===== src/rtl/tstate_sequencer.sv =====
// T-state sequencer.
// Resamples the two clock-generator phases into the system clock domain, edge-detects them and
// steps a one-hot T-state sequence (T0..T(NSTATES-1)) with run / single-step / halt control.
//
// Ports:
//   clk_i          system clock, rising edge
//   rst_ni         asynchronous active-low reset
//   ph1_i, ph2_i   phase levels from the clock generator (asynchronous to clk_i)
//   run_i          level, free-run machine cycles while high
//   step_i         one-clock pulse, execute exactly one machine cycle
//   halt_req_i     one-clock pulse, stop at the end of the current machine cycle
//   t_o            one-hot current T-state, zero when idle
//   t_idx_o        binary index of the current T-state
//   latch_o        one-clock strobe on a phase-2 edge inside an active T-state
//   cycle_done_o   one-clock strobe when the last T-state completes
//   busy_o         high while a machine cycle is in progress
//   cycle_cnt_o    completed machine cycles, wraps
//   overlap_err_o  sticky, both phase edges seen in the same clock
module tstate_sequencer #(
  parameter int unsigned NSTATES = 4,
  parameter int unsigned CNTW    = 16
) (
  input  logic               clk_i,
  input  logic               rst_ni,
  input  logic               ph1_i,
  input  logic               ph2_i,
  input  logic               run_i,
  input  logic               step_i,
  input  logic               halt_req_i,
  output logic [NSTATES-1:0] t_o,
  output logic [2:0]         t_idx_o,
  output logic               latch_o,
  output logic               cycle_done_o,
  output logic               busy_o,
  output logic [CNTW-1:0]    cycle_cnt_o,
  output logic               overlap_err_o
);

  localparam logic [2:0] LastIdx = 3'(NSTATES - 1);

  typedef enum logic [0:0] {StIdle, StActive} state_e;

  state_e              state_q;
  logic                ph1_q, ph1_qq, ph2_q, ph2_qq;
  logic                step_mode_q, step_pend_q, halt_pend_q;
  logic [NSTATES-1:0]  t_q;
  logic [2:0]          idx_q;
  logic                latch_q, done_q, busy_q, ovl_q;
  logic [CNTW-1:0]     cnt_q;

  logic ph1_rise, ph2_rise, step_go;

  // Two-flop resampling of each phase.
  always_ff @(posedge clk_i or negedge rst_ni) begin
    if (!rst_ni) begin
      ph1_q  <= 1'b0;
      ph1_qq <= 1'b0;
      ph2_q  <= 1'b0;
      ph2_qq <= 1'b0;
    end else begin
      ph1_q  <= ph1_i;
      ph1_qq <= ph1_q;
      ph2_q  <= ph2_i;
      ph2_qq <= ph2_q;
    end
  end

  assign ph1_rise = ph1_q & ~ph1_qq;
  assign ph2_rise = ph2_q & ~ph2_qq;
  // A halt request in idle cancels any pending step, including one about to start.
  assign step_go  = step_pend_q & ~halt_req_i;

  always_ff @(posedge clk_i or negedge rst_ni) begin
    if (!rst_ni) begin
      state_q     <= StIdle;
      step_mode_q <= 1'b0;
      step_pend_q <= 1'b0;
      halt_pend_q <= 1'b0;
      t_q         <= '0;
      idx_q       <= '0;
      latch_q     <= 1'b0;
      done_q      <= 1'b0;
      busy_q      <= 1'b0;
      cnt_q       <= '0;
      ovl_q       <= 1'b0;
    end else begin
      latch_q <= 1'b0;
      done_q  <= 1'b0;
      if (ph1_rise && ph2_rise) begin
        ovl_q <= 1'b1;
      end
      unique case (state_q)
        StIdle: begin
          if (halt_req_i) begin
            step_pend_q <= 1'b0;
          end else if (step_i) begin
            step_pend_q <= 1'b1;
          end
          if (ph1_rise && (run_i || step_go)) begin
            state_q     <= StActive;
            t_q         <= NSTATES'(1);
            idx_q       <= '0;
            busy_q      <= 1'b1;
            step_mode_q <= step_go & ~run_i;
            step_pend_q <= 1'b0;
            halt_pend_q <= 1'b0;
          end
        end
        StActive: begin
          if (halt_req_i) begin
            halt_pend_q <= 1'b1;
          end
          // Phase-1 edges take priority; a coincident phase-2 edge produces no latch.
          if (ph1_rise) begin
            if (idx_q != LastIdx) begin
              idx_q <= idx_q + 3'd1;
              t_q   <= {t_q[NSTATES-2:0], 1'b0};
            end else begin
              done_q <= 1'b1;
              cnt_q  <= cnt_q + CNTW'(1);
              if (halt_pend_q || halt_req_i || step_mode_q || !run_i) begin
                state_q     <= StIdle;
                t_q         <= '0;
                idx_q       <= '0;
                busy_q      <= 1'b0;
                halt_pend_q <= 1'b0;
                step_mode_q <= 1'b0;
              end else begin
                t_q   <= NSTATES'(1);
                idx_q <= '0;
              end
            end
          end else if (ph2_rise) begin
            latch_q <= 1'b1;
          end
        end
        default: state_q <= StIdle;
      endcase
    end
  end

  assign t_o           = t_q;
  assign t_idx_o       = idx_q;
  assign latch_o       = latch_q;
  assign cycle_done_o  = done_q;
  assign busy_o        = busy_q;
  assign cycle_cnt_o   = cnt_q;
  assign overlap_err_o = ovl_q;

endmodule


===== config.mk =====
export PLATFORM = sky130hd
export DESIGN_NAME = tstate_sequencer
export DESIGN_NICKNAME = d
export VERILOG_FILES = /design/src/rtl/tstate_sequencer.sv
export SDC_FILE = /design/constraint.sdc
export NUM_CORES = 1
export LEC_CHECK = 0
export CAP_MARGIN = 15
export CORE_MARGIN = 4
export CORE_UTILIZATION = 61
export CTS_BUF_LIST = sky130_fd_sc_hd__clkbuf_8 sky130_fd_sc_hd__clkbuf_16
export DETAILED_ROUTE_END_ITERATION = 7
export DONT_BUFFER_PORTS = 1
export PLACE_DENSITY = 0.77
export SETUP_SLACK_MARGIN = 0.15
export SLEW_MARGIN = 10
export SYNTH_ARGS = -nofsm -noshare
export SYNTH_HDL_FRONTEND = slang
export SYNTH_SLANG_ARGS = --single-unit

===== constraint.sdc =====
create_clock -name clk_i -period 2.2 [get_ports clk_i]
set_clock_uncertainty 0.2 [all_clocks]
set_input_delay 0.11 -clock clk_i [delete_from_list [all_inputs] [get_ports clk_i]]
set_output_delay 0.11 -clock clk_i [all_outputs]
set_load 0.01 [all_outputs]

==> summary.md, run 1 <==
| Metric | Value |
|---|---|
| Post-DP HPWL | between 2000 and 2500 um |
| Number of global-route vias before repair | about 1.1k |
| Post-route DRC | 0 |
| Remaining Overflow, GRT | 0 |
| Final hold viol count | 0 |
| Peak Freq | 506.1 MHz |
| Clock Path Buffers | 2 |
| Commonest non-fill, non-tap cell in the layout | dfrtp_1 |
| CTS buffer count | 5 |
| Syn_nets | approximately 140 |
| Power Dens Cells | 959.8 mW/mm^2 |
| Area of the die | about 0.0034 sq mm |
| Final Worst Setup Slack | 0.2240 ns |
| DR vias/cell | around 6.0 |
| Synthesis-stage register bit count | 35 |
| DRT antenna net count | 0 |
| LEAKAGE | 0.0008553 uW |
| Nets | 152 |
| Post-synth EDFFs | 0 |
| Worst hold margin | 0.07201 ns |
| Avg WL per Cell | around 17 um |
| Class of the worst hold path | primary input to asynchronous set/reset pin |
| Gr usage total | 0.2010 |
| Post-route clock period utilization | 0.8982 |
| Fillers | 156 |
| Core Area | 0.002297 sq mm |
| Syn_area_per_cell | 11.84 sq um |
| Cell row count | 17 |
| Die height | 58.05 um |
| Crit. End Element | flip-flop |
| RSZ-0062 raised after global routing | false |
| First-pass GRT wire length | 5050 um |
| Slew @ Worst Pin | between 0.5 and 0.6 ns |
| H-tree Lvls | 2 |
| Cells on worst reg2reg path | 5 |
| Via count | between 1k and 1.5k |
| Peak supply drop | roughly 0.74 mV |
| # port buffers | 0 |
| Setup WS pre-CTS | roughly 0.22 ns |
| Status | completed |
| Synth Flop Type | dfrtp_1 |
| Antenna cells | 0 |
| Asr flop ratio synth | 1.000 |
| CTS tree | built |
| CTS sink cnt | 35 |
| R2r endpoint | cycle_cnt_o[14] |
| Final Wtd Congestion | 0.8016 |
| Multi-input gate area in the final layout | 638.1 sq um |
| Critical path class | flip-flop to flip-flop |
| Max reg flops | 16 |
| Crit path max fanout | 7 |
| Iteration-0 DRC Markers | 25 |
| Total wire length | roughly 3000 um |
| CTS root buffer | clkbuf_8 |
| Synth Warn # | 0 |
| Startpoint type of the worst setup path | flip-flop |
| Largest net degree at the start of global routing | 36 |
| Share of layout cells above drive strength 1 | 0.1319 |
| Post-Syn Instances | 129 |
| Reg area | 875.8 sq um |
| Slew HR | 0.6111 |
| WP data arrival | between 1.5 and 2 ns |
| Post-synthesis sequential area ratio | 0.5733 |
| R2r setup slk | about 0.22 ns |
| Num ports | 34 |
| Endpoints failing setup | 0 |
| Most frequent cells in the layout | dfrtp_1 (35), xor2_1 (12), nor2_1 (8) |
| R2r startpoint | t_idx_o[1] |
| Starting density of the core | 0.6650 |
| Mapped Area | approximately 0.0015 sq mm |
| Synth-to-Final Area Change | 13.60% |
| Final Max Tran Viols | 0 |
| Worst-path clk slew | 0.07 ns |
| Yosys cell types | 37 |
| Fin crit period | approximately 2 ns |
| Initial DRT Pass Iterations | 4 |
| Die W | 58.05 um |
| Initial antenna violation count | 0 |
| MaxCap Viol Count | 0 |
| Fin Setup TNS | 0 ns |
| CP required | between 2 and 2.5 ns |
| Clk_lat worst skew | 0.28 ns |
[timing repair]
action	in CTS	in global routing
buffers inserted	0	0
gates resized for setup	0	1
endpoints found under the setup margin	0	2
hold endpoints to repair	45	0
hold buffers	8	0
[cells by family after synthesis]
family                   share of synthesized area
multiplexers                               0.01474
flip-flops                                  0.5733
adder cells (fa/ha/maj)                    0.01638
XOR/XNOR                                   0.08600
AO/OA/AOI/OAI                              0.09582
AND/OR/NAND/NOR                             0.2031
buffers and inverters                      0.01064
[final cells by class]
type	instances	share of cell area
flip-flops and latches	35	0.5047
well taps	28	0.02019
clock buffers	5	0.03965
inverters	2	0.004326
repair buffers	9	0.05624
multi-input cells	90	0.3677
clock inverters	3	0.007210
[cells in the mapped netlist, drive strengths merged, types with 2 or more instances]
cell | count | area, sq um
nand2 | 7 | 26.28
a22o | 2 | 17.52
nor2b | 4 | 25.02
nand4 | 3 | 25.02
o21ai | 4 | 20.02
ha | 2 | 25.02
o21a | 2 | 15.01
dfrtp | 35 | 875.8
mux2 | 2 | 22.52
xnor2 | 3 | 26.28
nor2 | 9 | 36.29
nand2b | 2 | 27.53
and3 | 6 | 37.54
a21oi | 5 | 25.02
inv | 2 | 7.510
o31ai | 2 | 20.02
a21o | 2 | 15.01
nor3 | 7 | 56.31
xor2 | 12 | 105.1
nand3 | 6 | 30.03
[critical path, stage by stage, from the launching register on]
cell and delay [ns]:
dfrtp_1 0.43, ha_2 0.27, nand2b_4 0.09, or3_1 0.49, nor3_4 0.23, xor2_1 0.18
[per-stage QoR]
step	cell area, sq um	power, uW	utilization	cells
finish	1735	1666	0.7554	172
global route	1735	1759	0.7554	172
CTS	1733	1672	0.7544	172
detailed placement	1562	1203	0.6797	156
global placement	1562	1188	0.6797	156
floorplan	1528	1120	-	129
[report_power, final]
part | internal [uW] | switching, uW
clock | 213 | 215
combinational | 162 | 169
sequential | 763 | 144
[routing by layer]
| metal | vias up | track usage | share of wire |
|---|---|---|---|
| li1 | 483 | - | - |
| met2 | 35 | 0.3210 | 0.49 |
| met4 | 0 | 0.1192 | 0.030 |
| met3 | 9 | 0.06682 | 0.067 |
| met5 | - | 0 | 0 |
| met1 | 505 | 0.2343 | 0.42 |
[worst max path at each step]
stage | slack, ns | end | from | depth (start not counted)
after floorplan | 0.41 | cycle_cnt_o[14] | t_idx_o[0] | 6
after global placement | 0.32 | cycle_cnt_o[14] | t_idx_o[0] | 5
after detailed placement | 0.22 | cycle_cnt_o[14] | t_idx_o[1] | 5
after CTS | 0.19 | cycle_cnt_o[14] | t_idx_o[1] | 5
after global routing | 0.17 | cycle_cnt_o[14] | t_idx_o[1] | 5
final | 0.22 | cycle_cnt_o[14] | t_idx_o[1] | 5
(Power assumes the default switching activity.)
==> inputs of run 2 (changes only) <==
Settings changed: ABC_AREA set to 1, CELL_PAD_IN_SITES_DETAIL_PLACEMENT set to 0, CELL_PAD_IN_SITES_GLOBAL_PLACEMENT set to 1, CORE_UTILIZATION 61 to 46, PLACE_DENSITY 0.77 to unset, PLACE_DENSITY_LB_ADDON set to 0.1.
==> summary.md, run 2 <==
| Metric | Value |
|---|---|
| Syn_nets | 218 (was 138) |
| Crit path max fanout | 4 (was 7) |
| Cell row count | 22 (was 17) |
| CP Depth | 8 (was 5) |
| Cells on worst reg2reg path | 8 (was 5) |
| CTS buffer count | 5 (unchanged) |
| Synth Warn # | 0 (unchanged) |
| Worst-path cell chain | inv_1 > nand2_2 > inv_1 > nand3_1 > nor2_1 > nand2_1 > dlygate4sd3_1 > nand2_1 (was ha_2 > nand2b_4 > or3_1 > nor3_4 > xor2_1) |
| Final hold viol count | 0 (unchanged) |
| Mapped Area | 0.001748 sq mm (was 0.001528 sq mm) |
| Final Max Tran Viols | 0 (unchanged) |
| Fin crit period | 1.831 ns (was 1.976 ns) |
| Status | completed (unchanged) |
| Synth Flop Type | dfrtp_1 (unchanged) |
| Power Dens Cells | 963.9 mW/mm^2 (was 959.8 mW/mm^2) |
| Clock Power Share | 0.348 (was 0.257) |
| CTS tree | built (unchanged) |
| Switch share | 0.3139 (was 0.3170) |
| Most frequent cells in the layout | nand2_1 (77), dfrtp_1 (35), inv_1 (25) (was dfrtp_1 (35), xor2_1 (12), nor2_1 (8)) |
| Clk_lat worst skew | 0.29 ns (was 0.28 ns) |
| Wl on met1 | 1668 um (was 1250 um) |
| RSZ-0062 raised after global routing | false (unchanged) |
| Yosys top cell by area | dfrtp_1 (unchanged) |
| Initial antenna violation count | 0 (unchanged) |
| Class of the worst hold path | primary input to asynchronous set/reset pin (unchanged) |
| First-pass GRT wire length | 6023 um (was 5050 um) |
| Share of Yosys cell area claimed by the top area cell type | 0.5011 (was 0.5733) |
| Antenna cells | 0 (unchanged) |
| Final Wtd Congestion | 0.8180 (was 0.8016) |
| Crit. End Element | flip-flop (unchanged) |
| Asr flop ratio synth | 1.000 (unchanged) |
| Layout Utilization | 0.5506 (was 0.7554) |
| CP required | 2.23 ns (was 2.20 ns) |
| H-tree Lvls | 2 (unchanged) |
| Die height | 69.64 um (was 58.05 um) |
| Share of layout cells above drive strength 1 | 0.09821 (was 0.1319) |
| Post-synth EDFFs | 0 (unchanged) |
| Met3 WL | 239 um (was 201 um) |
| Peak Freq | 546.1 MHz (was 506.1 MHz) |
| Critical path class | flip-flop to flip-flop (unchanged) |
| Synth-to-Final Area Change | 15.32% (was 13.60%) |
| Fin Setup TNS | 0 ns (unchanged) |
| CTS sink cnt | 35 (unchanged) |
| CTS root buffer | clkbuf_8 (unchanged) |
| Post-synthesis sequential area ratio | 0.5011 (was 0.5733) |
| Synthesis-stage register bit count | 35 (unchanged) |
| Count leader, synth | nand2_1 (was dfrtp_1) |
| Core Area | 0.003661 sq mm (was 0.002297 sq mm) |
| Peak supply drop | 0.4029 mV (was 0.7432 mV) |
| Power Internal | 1333 uW (was 1138 uW) |
| Total power | 1943 uW (was 1666 uW) |
| Commonest non-fill, non-tap cell in the layout | nand2_1 (was dfrtp_1) |
| Gr usage total | 0.1568 (was 0.2010) |
| Nets | 232 (was 152) |
| Max reg flops | 16 (unchanged) |
| DR vias/cell | 4.934 (was 6.000) |
| Clock Path Buffers | 2 (unchanged) |
| Via count | 1342 (was 1032) |
| Slew HR | 0.7660 (was 0.6111) |
| MaxCap Viol Count | 0 (unchanged) |
| Syn_area_per_cell | 8.363 sq um (was 11.84 sq um) |
| Number of global-route vias before repair | 1287 (was 1081) |
| Leading post-synthesis cells by cell area | dfrtp_1 (50%), nand2_1 (17%), inv_1 (5.2%), nor2_1 (4.5%), nand3_1 (2.3%) (was dfrtp_1 (57%), xor2_1 (6.9%), and3_1 (2.5%), nand3_1 (2.0%), nor2_1 (2.0%)) |
| Sequential share of power | 0.476 (was 0.544) |
| Buf/Inv on CP | 3 (was 0) |
| WP data arrival | 1.86 ns (was 1.98 ns) |
| # port buffers | 0 (unchanged) |
| Remaining Overflow, GRT | 0 (unchanged) |
| Post-route DRC | 0 (unchanged) |
| Slew @ Worst Pin | 0.3498 ns (was 0.5799 ns) |
| Combinational group share of total power | 0.176 (was 0.199) |
| Iteration-0 DRC Markers | 67 (was 25) |
| Starting density of the core | 0.4774 (was 0.6650) |
| Startpoint type of the worst setup path | flip-flop (unchanged) |
| Num ports | 34 (unchanged) |
| Met2 routed WL | 1482 um (was 1454 um) |
| Post-DP HPWL | 2526 um (was 2039 um) |
| Top Layer Used | met4 (unchanged) |
| Yosys cell types | 28 (was 37) |
| Avg WL per Cell | 12.60 um (was 17.42 um) |
| Post-cts resize count | 0 (unchanged) |
| Endpoints failing setup | 0 (unchanged) |
| CP peak stage delay | 0.55 ns (was 0.49 ns) |
| Top cells by count, synth | nand2_1 (77), dfrtp_1 (35), inv_1 (24) (was dfrtp_1 (35), xor2_1 (12), nor2_1 (8)) |
| Largest net degree at the start of global routing | 36 (unchanged) |
| Crit path max-delay family | buffers and inverters (was simple AND/OR/NAND/NOR gates) |
| NetSw | 609.8 uW (was 528.0 uW) |
| Post-Syn Instances | 209 (was 129) |
| LEAKAGE | 0.0009728 uW (was 0.0008553 uW) |
| Post-route clock period utilization | 0.8323 (was 0.8982) |
| Area of the die | 0.004850 sq mm (was 0.003369 sq mm) |
| Slowest CP cell | dlygate4sd3_1 (was or3_1) |
| Initial DRT Pass Iterations | 4 (unchanged) |
| Total wire length | 3428 um (was 2996 um) |
| DRT antenna net count | 0 (unchanged) |
| Worst-path clk slew | 0.08 ns (was 0.07 ns) |
| Die W | 69.64 um (was 58.05 um) |
==> run 2: final cells by class <==
class                           count  area, sq um
Clock buffer                        5        68.82
Inverter                           26        102.6
Timing Repair Buffer                8        90.09
Clock inverter                      3        63.81
Sequential cell                    35        875.8
Fill cell                         351         1645
Multi-Input combinational cell    147        754.5
Tap cell                           48        60.06
==> run 2: what timing repair did <==
item                      4_1_cts  5_1_grt
hold endpoints to repair       43        0
hold buffers                    8        0
buffers inserted                0        0
==> run 2: kinds of logic after synthesis <==
logic type                 Yosys count  synth area share
adders and majority gates            2           0.01431
buffers and inverters               27           0.06729
AOI/OAI and AO/OA                   16           0.05584
DFF                                 35            0.5011
xor gates and xnor gates             8           0.04867
and+or+nand+nor                    121            0.3128
==> run 2: stage by stage <==
stage,instances,worst slack (ns),area (sq um),hold WS (ns)
after detailed placement,256,0.5017,1793,-0.3847
after global routing,272,0.2244,2016,0.07189
after floorplan,209,0.6459,1748,-0.3856
after CTS,272,0.3510,2016,0.05753
after global placement,256,0.5144,1793,-0.3847
final,272,0.3690,2016,0.05779
==> run 2: power by group through the flow <==
stage,registers [uW],logic (uW),clock network [uW]
CTS,926,347,695
global placement,935,313,0
global route,944,394,736
floorplan,902,272,0
finish,924,342,677
detailed placement,938,319,0
==> run 2: metal layers <==
layer | vias up | track usage
li1 | 683 | -
met1 | 622 | 0.2099
met2 | 32 | 0.2246
met3 | 5 | 0.06377
met4 | 0 | 0.06383
met5 | - | 0
==> run 2: path summary, 6_finish.rpt <==
kind	from	to	slack (ns)
max	ph1_qq	step_mode_q	0.37
min in group clk_i	ph1_i	ph1_q	0.18
min reg2reg	ph2_q	ph2_qq	0.18
max in group asynchronous	rst_ni	cycle_cnt_o[13]	1.55
max reg2reg	ph1_qq	step_mode_q	0.37
min	rst_ni	t_idx_o[1]	0.06
